## src/rtl/aud_codec_emu.sv

```systemverilog
// aud_codec_emu: I2S master emulating the codec side of the link (BCLK, shared LRCK, ADCDAT out, DACDAT in).
// Optional build macro AUD_CODEC_EMU_LOOPBACK_EN feeds the RX deserializer from the internal ADCDAT register.
module aud_codec_emu #(
    parameter int BCLK_DIV    = 2,
    parameter int BITS_PER_CH = 32,
    parameter int DATA_W      = 16
) (
    input  logic              i_clk,
    input  logic              i_rst_n,
    input  logic              i_en,
    input  logic [DATA_W-1:0] i_tx_left,
    input  logic [DATA_W-1:0] i_tx_right,
    output logic              o_tx_ready,
    output logic              o_bclk,
    output logic              o_lrck,
    output logic              o_adcdat,
    input  logic              i_dacdat,
    output logic [DATA_W-1:0] o_rx_left,
    output logic [DATA_W-1:0] o_rx_right,
    output logic              o_rx_valid
);

    localparam int DIV_W = (BCLK_DIV > 1) ? $clog2(BCLK_DIV) : 1;
    localparam int BC_W  = $clog2(2 * BITS_PER_CH);

    localparam logic [DIV_W-1:0] DIV_LAST = DIV_W'(BCLK_DIV - 1);
    localparam logic [DIV_W-1:0] DIV_ONE  = DIV_W'(1);
    localparam logic [DIV_W-1:0] DIV_ZERO = DIV_W'(0);
    localparam logic [BC_W-1:0]  BC_LAST  = BC_W'(2 * BITS_PER_CH - 1);
    localparam logic [BC_W-1:0]  BPC_C    = BC_W'(BITS_PER_CH);
    localparam logic [BC_W-1:0]  DW_C     = BC_W'(DATA_W);
    localparam logic [BC_W-1:0]  BC_ONE   = BC_W'(1);
    localparam logic [BC_W-1:0]  BC_ZERO  = BC_W'(0);

    // Slot index within the current channel half-frame.
    function automatic logic [BC_W-1:0] slot_of(input logic [BC_W-1:0] bc);
        logic [BC_W-1:0] k;
        if (bc >= BPC_C) begin
            k = bc - BPC_C;
        end else begin
            k = bc;
        end
        return k;
    endfunction

    // Slots 1..DATA_W carry sample bits; slot 0 is the I2S one-bit delay.
    function automatic logic data_slot(input logic [BC_W-1:0] k);
        return (k >= BC_ONE) && (k <= DW_C);
    endfunction

    // MSB-first bit of a sample for a given data slot.
    function automatic logic tx_bit(input logic [DATA_W-1:0] word, input logic [BC_W-1:0] k);
        logic [DATA_W-1:0] shifted;
        shifted = word >> (DW_C - k);
        return shifted[0];
    endfunction

    logic [DIV_W-1:0]  div_r;
    logic [BC_W-1:0]   bc_r;
    logic              started_r;
    logic              bclk_r;
    logic              lrck_r;
    logic              adcdat_r;
    logic              tx_ready_r;
    logic              rx_valid_r;
    logic [DATA_W-1:0] tx_left_sh_r;
    logic [DATA_W-1:0] tx_right_sh_r;
    logic [DATA_W-1:0] rx_sh_r;
    logic [DATA_W-1:0] rx_left_r;
    logic [DATA_W-1:0] rx_right_r;

    logic              rise_s;
    logic              fall_s;
    logic [BC_W-1:0]   nbc_s;
    logic              nhalf_s;
    logic [BC_W-1:0]   nk_s;
    logic              frame_start_s;
    logic              tx_next_s;
    logic [BC_W-1:0]   k_s;
    logic              rx_shift_s;
    logic              rx_last_s;
    logic              rx_din_s;
    logic [DATA_W-1:0] rx_word_s;

`ifdef AUD_CODEC_EMU_LOOPBACK_EN
    assign rx_din_s = adcdat_r;
`else
    assign rx_din_s = i_dacdat;
`endif

    // BCLK edge decode and next-slot TX/RX decisions.
    always_comb begin
        rise_s        = 1'b0;
        fall_s        = 1'b0;
        nbc_s         = BC_ZERO;
        tx_next_s     = 1'b0;
        frame_start_s = 1'b0;
        if (i_en && (div_r == DIV_LAST)) begin
            rise_s = ~bclk_r;
            fall_s = bclk_r;
        end else begin
            rise_s = 1'b0;
            fall_s = 1'b0;
        end
        // The very first fall after enable is frame start regardless of bc.
        if (!started_r || (bc_r == BC_LAST)) begin
            nbc_s = BC_ZERO;
        end else begin
            nbc_s = bc_r + BC_ONE;
        end
        nhalf_s = (nbc_s >= BPC_C);
        nk_s    = slot_of(nbc_s);
        if (data_slot(nk_s)) begin
            tx_next_s = nhalf_s ? tx_bit(tx_right_sh_r, nk_s) : tx_bit(tx_left_sh_r, nk_s);
        end else begin
            tx_next_s = 1'b0;
        end
        frame_start_s = fall_s && (nbc_s == BC_ZERO);
        k_s           = slot_of(bc_r);
        rx_shift_s    = rise_s && started_r && data_slot(k_s);
        rx_last_s     = (k_s == DW_C);
        rx_word_s     = {rx_sh_r[DATA_W-2:0], rx_din_s};
    end

    // Link state: divider, bit counter, serializer and deserializer.
    always_ff @(posedge i_clk or negedge i_rst_n) begin
        if (!i_rst_n) begin
            div_r         <= DIV_ZERO;
            bc_r          <= BC_ZERO;
            started_r     <= 1'b0;
            bclk_r        <= 1'b0;
            lrck_r        <= 1'b0;
            adcdat_r      <= 1'b0;
            tx_ready_r    <= 1'b0;
            rx_valid_r    <= 1'b0;
            tx_left_sh_r  <= {DATA_W{1'b0}};
            tx_right_sh_r <= {DATA_W{1'b0}};
            rx_sh_r       <= {DATA_W{1'b0}};
            rx_left_r     <= {DATA_W{1'b0}};
            rx_right_r    <= {DATA_W{1'b0}};
        end else if (!i_en) begin
            // Idle link discards the partial frame but keeps the last received pair.
            div_r         <= DIV_ZERO;
            bc_r          <= BC_ZERO;
            started_r     <= 1'b0;
            bclk_r        <= 1'b0;
            lrck_r        <= 1'b0;
            adcdat_r      <= 1'b0;
            tx_ready_r    <= 1'b0;
            rx_valid_r    <= 1'b0;
            tx_left_sh_r  <= {DATA_W{1'b0}};
            tx_right_sh_r <= {DATA_W{1'b0}};
            rx_sh_r       <= {DATA_W{1'b0}};
        end else begin
            tx_ready_r <= 1'b0;
            rx_valid_r <= 1'b0;
            if (div_r == DIV_LAST) begin
                div_r  <= DIV_ZERO;
                bclk_r <= ~bclk_r;
            end else begin
                div_r  <= div_r + DIV_ONE;
            end
            if (fall_s) begin
                bc_r      <= nbc_s;
                started_r <= 1'b1;
                lrck_r    <= nhalf_s;
                adcdat_r  <= tx_next_s;
            end
            if (frame_start_s) begin
                tx_left_sh_r  <= i_tx_left;
                tx_right_sh_r <= i_tx_right;
                tx_ready_r    <= 1'b1;
            end
            if (rx_shift_s) begin
                rx_sh_r <= rx_word_s;
                if (rx_last_s) begin
                    if (bc_r >= BPC_C) begin
                        rx_right_r <= rx_word_s;
                        rx_valid_r <= 1'b1;
                    end else begin
                        rx_left_r  <= rx_word_s;
                    end
                end
            end
        end
    end

    assign o_bclk     = bclk_r;
    assign o_lrck     = lrck_r;
    assign o_adcdat   = adcdat_r;
    assign o_tx_ready = tx_ready_r;
    assign o_rx_valid = rx_valid_r;
    assign o_rx_left  = rx_left_r;
    assign o_rx_right = rx_right_r;

endmodule

```

## config.mk

```make
export PLATFORM = sky130hd
export DESIGN_NAME = aud_codec_emu
export DESIGN_NICKNAME = d
export VERILOG_FILES = /design/src/rtl/aud_codec_emu.sv
export SDC_FILE = /design/constraint.sdc
export NUM_CORES = 1
export LEC_CHECK = 0
export ABC_AREA = 1
export CAP_MARGIN = 20
export CORE_MARGIN = 2
export CORE_UTILIZATION = 50
export DETAILED_ROUTE_END_ITERATION = 7
export PLACE_DENSITY = 0.76
export RECOVER_POWER = 50
export SETUP_SLACK_MARGIN = 0.1
export SLEW_MARGIN = 10
export SYNTH_ARGS = -nofsm -noshare
export SYNTH_HDL_FRONTEND = slang
export SYNTH_SLANG_ARGS = --single-unit
```

## constraint.sdc

```tcl
create_clock -name i_clk -period 2.74 [get_ports i_clk]
set_input_delay 0.685 -clock i_clk [delete_from_list [all_inputs] [get_ports i_clk]]
set_output_delay 0.685 -clock i_clk [all_outputs]
set_load 0.03 [all_outputs]
```

==> impl_metrics.json, run 1 <==
{
  "run_status": "completed",
  "r2r_slack_ns": 0.35,
  "crit_family": "buffers and inverters",
  "fp.dieH_um": 94.5,
  "regToRegEndpoint": "o_adcdat",
  "finalCritPeriodShare_pct": 91.5,
  "clk_path_buf_depth": 2,
  "fin_setup_tns_ns": 0,
  "critical_path_class": "primary input to flop",
  "cts_htree_levels": 3,
  "worstSkewPairLatency_ns": 0.36,
  "synth-edff-count": 0,
  "arrival_ns": 2.72,
  "post_cts_buffers": 0,
  "cts-root-buf": "clkbuf_8",
  "grt_pass1_vias": 3274,
  "slowest_delay_ns": 0.61,
  "firstDrtPassIters": 4,
  "crit_path_top_delay_cell": "dlygate4sd3_1",
  "drtIter0Drc": 164,
  "ios": 73,
  "viasPerCell": 5.16,
  "drive_above_1_share_pct": 7.58,
  "grt_pass1_wl_um": 14900,
  "post_drt_wl_per_cell_um": 13.4,
  "holdPathEnd": "div_r",
  "synth_cell_types": 30,
  "cp-end-kind": "flop",
  "num_antenna_cells": 0,
  "fin_crit_ns": 2.51,
  "initial_core_util_pct": 50.6,
  "rows": 33,
  "cp-start-kind": "primary input",
  "rr_worst_depth": 14,
  "io_buffer_count": 72,
  "drc_errors": 0,
  "cts_tree": "built",
  "die_width_um": 94.5,
  "synthCells": 459,
  "grt_max_degree": 59,
  "min_path_cells": 1,
  "cts_buffers": 9,
  "syn-cell-area_um2": 4100,
  "setup_viol": 0,
  "clkSlewWorstSetupHoldPaths_ns": 0.08,
  "slew_headroom_pct": 8.56,
  "async_flop_share_pct": 100,
  "cp.depth": 8,
  "p_leak_nw": 2.38,
  "num_vias": 3333,
  "path_cells": "dlygate4sd3_1 > clkbuf_1 > inv_1 > nor3_1 > nand3b_1 > buf_2 > nand2_1 > o21ai_0",
  "vdd.ir_drop.worst_mv": 0.247,
  "min_from": "div_r",
  "overflow": 0,
  "finalClockSkew_ns": 0.00887,
  "max_cap_violations": 0,
  "cts.hold.buffers_added": 0,
  "rsz0062_at_grt": "no",
  "path_buf_inv": 4,
  "gp_congestion": 0.931,
  "fmax_mhz": 399,
  "totalWireLength_um": 8650,
  "antenna_left": 0,
  "syn_avg_cell_area_um2": 8.93,
  "ys_seq_area_share_pct": 56.2,
  "syn-num-nets": 502,
  "reg2reg_from": "bc_r[0]",
  "yosys_warnings": 0,
  "critPathRequiredTime_ns": 2.96,
  "finalPower_mw": 2.59,
  "core_um2": 8090,
  "worstPathMaxFanout": 32,
  "ctsResizeCount": 0,
  "nets": 579,
  "syn2layout_area_growth_pct": 25.8,
  "slew_viol_final": 0,
  "hp-class": "flop to flop",
  "p_per_area_nw_per_um2": 502,
  "ys_seq_elements": 92,
  "antenna_found_initial": 0,
  "cts_num_sinks": 92,
  "worst_pin_slew_ns": 1.37,
  "die-area_um2": 8940,
  "synthFlopType": "dfrtp_1",
  "track_usage_pct": 21.4,
  "finalHoldViolCount": 0,
  "dp_hpwl_um": 6190
}
[flip-flops by register name (all words and copies together) (netlist names)]
register / count
bc_r: 6
div_r: 1
o_adcdat: 1
o_bclk: 1
o_lrck: 1
o_rx_left: 16
o_rx_right: 16
o_rx_valid: 1
o_tx_ready: 1
rx_sh_r: 15
started_r: 1
tx_left_sh_r: 16
tx_right_sh_r: 16
[cell usage after synthesis (3+ instances only)]
library cell	count	area, µm²
ha_1	7	87.6
o22ai_1	18	113
o21ai_1	44	220
nor2_1	12	45.0
xor2_1	3	26.3
dfrtp_1	92	2300
inv_1	57	214
o21ai_0	17	85.1
buf_4	3	22.5
nand2_2	3	18.8
buf_2	4	20.0
buf_6	5	56.3
clkbuf_1	8	30.0
o211ai_1	5	37.5
nand4_1	14	87.6
nand2_1	109	409
nand3_1	40	200
[stage by stage]
step                utilization (%)  area [µm²]  setup slack [ns]  std cells  hold WS (ns)
floorplan                         -        4100             0.310        459         0.389
global placement               61.2        4960             0.309        630         0.453
detailed placement             61.2        4960             0.283        630         0.463
CTS                            64.0        5180             0.342        646         0.398
global route                   63.7        5160            0.0812        646         0.509
finish                         63.7        5160             0.232        646         0.476
[cell usage in the layout (no fill, tap or decap), drive strengths merged]
| cell | count |
|---|---|
| a22oi | 1 |
| buf | 14 |
| bufinv | 2 |
| clkbuf | 14 |
| clkdlybuf4s50 | 70 |
| clkinv | 2 |
| dfrtp | 92 |
| dlygate4sd3 | 1 |
| ha | 7 |
| inv | 61 |
| nand2 | 112 |
| nand3 | 43 |
| nand3b | 2 |
| nand4 | 14 |
| nor2 | 14 |
| nor3 | 1 |
| nor4 | 1 |
| o211ai | 5 |
| o21ai | 61 |
| o21bai | 1 |
| o22ai | 18 |
| or2 | 2 |
| xor2 | 3 |
[worst register-to-register path, delay by kind of cell (launching register included)]
| kind | cells | cell delay [ns] |
|---|---|---|
| AND/OR/NAND/NOR | 11 | 1.22 |
| flip-flops | 1 | 0.44 |
| adder cells (fa/ha/maj) | 3 | 0.65 |
[worst max path at each step]
stage / from / endpoint / slack, ns
after floorplan: bc_r[0] / o_adcdat / 0.31
after global placement: i_en / rx_sh_r[5] / 0.31
after detailed placement: i_en / rx_sh_r[2] / 0.28
after CTS: bc_r[0] / o_adcdat / 0.34
after global routing: i_en / o_rx_left[14] / 0.08
final: i_en / o_rx_left[3] / 0.23
[routing by layer]
metal  global-route usage, %  part of all wire [%]  up-vias
li1                        -                     -     1660
met5                       0                     0        -
met2                    36.3                    48       91
met3                    3.19                   3.9       15
met1                    27.9                    46     1567
met4                    8.33                   1.8        0
[layout make-up]
cell class	instances	area (µm²)
clock buffer	11	141
clock inverter	5	82.6
fill	714	2940
inverter	60	225
multi-input combinational	285	1430
sequential	92	2300
tap	105	131
timing repair buffer	88	840
[where the power goes]
part	switching, mW	leakage [nW]	total (mW)	internal (mW)
combinational	0.103	0.989	0.183	0.0806
sequential	0.00899	1.28	1.38	1.38
clock	0.474	0.114	1.02	0.545
[kinds of logic after synthesis]
group           synth area share (%)
simple gates                    20.7
flops                           56.2
compound gates                  11.5
buf+inv                         8.82
fa+ha+maj                       2.14
xor+xnor                       0.641
Power figures use the tool's default switching activity.
==> inputs of run 2 (changes only) <==
--- a/config.mk
+++ b/config.mk
@@ -7,7 +7,7 @@
 export LEC_CHECK = 0
 export ABC_AREA = 1
 export CAP_MARGIN = 20
-export CORE_MARGIN = 2
+export CORE_MARGIN = 1.5
 export CORE_UTILIZATION = 50
 export DETAILED_ROUTE_END_ITERATION = 7
 export PLACE_DENSITY = 0.76
==> run 2 against run 1 <==
Compared with the run above:
- design area down 0.99%
- combinational power barely moved
- non-clock buffer count shrank 2
- hold slack better by 0.0014 ns
- total power decreased by 6.2%
- clock-buffer cell count down 1
- die area shrank 2.1%
- highest routed layer unchanged
- cell count fell by 0.77%
- first-iteration DRC count up 2.4%
==> impl_metrics.json, run 2 (synthesized netlist as in run 1, its figures left out) <==
{
  "syn2layout_area_growth_pct": 24.6,
  "rsz0062_at_grt": "no",
  "rows": 32,
  "final_cell_mix": "nand2_1 (109), dfrtp_1 (92), clkdlybuf4s50_1 (70)",
  "num-fill-cells": 676,
  "clkSlewWorstSetupHoldPaths_ns": 0.10,
  "vdd.ir_drop.worst_mv": 0.279,
  "clk_path_buf_depth": 2,
  "place_area_um2": 4940,
  "setup_viol": 0,
  "regArea_um2": 2300,
  "die_width_um": 93.5,
  "post_drt_wl_per_cell_um": 13.6,
  "die-area_um2": 8750,
  "viasPerCell": 5.26,
  "slew_viol_final": 0,
  "max_cap_violations": 0,
  "worst_pin_slew_ns": 1.35,
  "gp_congestion": 1.02,
  "grt_max_degree": 57,
  "antenna_left": 0,
  "initial_core_util_pct": 52.2,
  "worstPathMaxFanout": 32,
  "cts_tree": "built",
  "multiInputGateArea_um2": 1440,
  "slowest_delay_ns": 0.57,
  "finalClockSkew_ns": 0.00922,
  "arrival_ns": 2.68,
  "cp-start-kind": "primary input",
  "path_cells": "dlygate4sd3_1 > clkbuf_1 > inv_1 > nor3_1 > nand3b_1 > buf_4 > nand2_1 > o21ai_0",
  "track_usage_pct": 21.8,
  "cts_num_sinks": 92,
  "grt_pass1_wl_um": 15000,
  "ios": 73,
  "path_buf_inv": 4,
  "final_common_cell": "nand2_1",
  "slew_headroom_pct": 9.71,
  "whs_ns": 0.478,
  "nets": 577,
  "fp.dieH_um": 93.5,
  "crit_path_top_delay_cell": "dlygate4sd3_1",
  "grt_pass1_vias": 3247,
  "num_vias": 3373,
  "p_per_area_nw_per_um2": 475,
  "cts_buffers": 9,
  "num_antenna_cells": 0,
  "cts_htree_levels": 3,
  "drtIter0Drc": 168,
  "finalCritPeriodShare_pct": 89.1,
  "worstSkewPairLatency_ns": 0.37,
  "crit_family": "buffers and inverters",
  "critical_path_class": "primary input to flop",
  "run_status": "completed",
  "overflow": 0,
  "dp_hpwl_um": 6220,
  "critPathRequiredTime_ns": 2.98,
  "cp-end-kind": "flop",
  "fmax_mhz": 410,
  "io_buffer_count": 72,
  "p_leak_nw": 2.35,
  "drc_errors": 0,
  "firstDrtPassIters": 4,
  "fin_setup_tns_ns": 0,
  "antenna_found_initial": 0,
  "hp-class": "flop to flop",
  "final_cell_area_um2": 5100,
  "finalHoldViolCount": 0,
  "drive_above_1_share_pct": 7.42,
  "core_um2": 7850,
  "cts-root-buf": "clkbuf_8",
  "fin_crit_ns": 2.44,
  "post_cts_buffers": 0,
  "totalWireLength_um": 8740
}
==> run 2: repair_timing <==
item                                    CTS  global route
endpoints found under the setup margin    0             1
resized for setup                         0             1
hold endpoints to repair                  0             0
hold buffers                              0             0
==> run 2: layout make-up <==
class                           instances  share of cell area, %
Sequential cell                        92                   45.1
Multi-Input combinational cell        285                   28.2
Timing Repair Buffer                   86                   16.2
Inverter                               60                   4.41
Clock buffer                           10                   2.70
Tap cell                              102                   2.50
Clock inverter                          6                  0.907
==> run 2: power by group <==
part / internal (mW) / switching [mW]
sequential: 1.38 / 0.00892
combinational: 0.0800 / 0.104
clock: 0.361 / 0.496
==> run 2: worst paths after layout <==
path	startpoint	endpoint	slack [ns]	depth (start not counted)
worst max-delay path	i_en	o_rx_left[4]	0.30	8
worst min-delay path	div_r	div_r	0.48	1
worst max register to register	bc_r[0]	o_adcdat	0.35	14
worst min register to register	div_r	div_r	0.48	1
max in group asynchronous	i_rst_n	bc_r[1]	0.56	2
min in group asynchronous	i_rst_n	o_rx_right[9]	0.62	1
==> run 2: metrics by stage <==
stage	utilization, %	setup slack, ns	power, mW	std cells
2_1_floorplan	-	0.310	1.49	459
3_3_place_gp	62.9	0.362	1.60	625
3_5_place_dp	62.9	0.282	1.60	625
4_1_cts	65.3	0.301	2.45	641
5_1_grt	65.1	0.0892	2.52	641
6_report	65.1	0.299	2.42	641
==> run 2: per-layer routing <==
layer / up-vias / part of all wire (%) / GRT usage (%)
met5: - / 0 / 0
met4: 0 / 1.6 / 7.84
met2: 102 / 48 / 36.5
li1: 1655 / - / -
met1: 1603 / 45 / 28.3
met3: 13 / 4.9 / 4.15
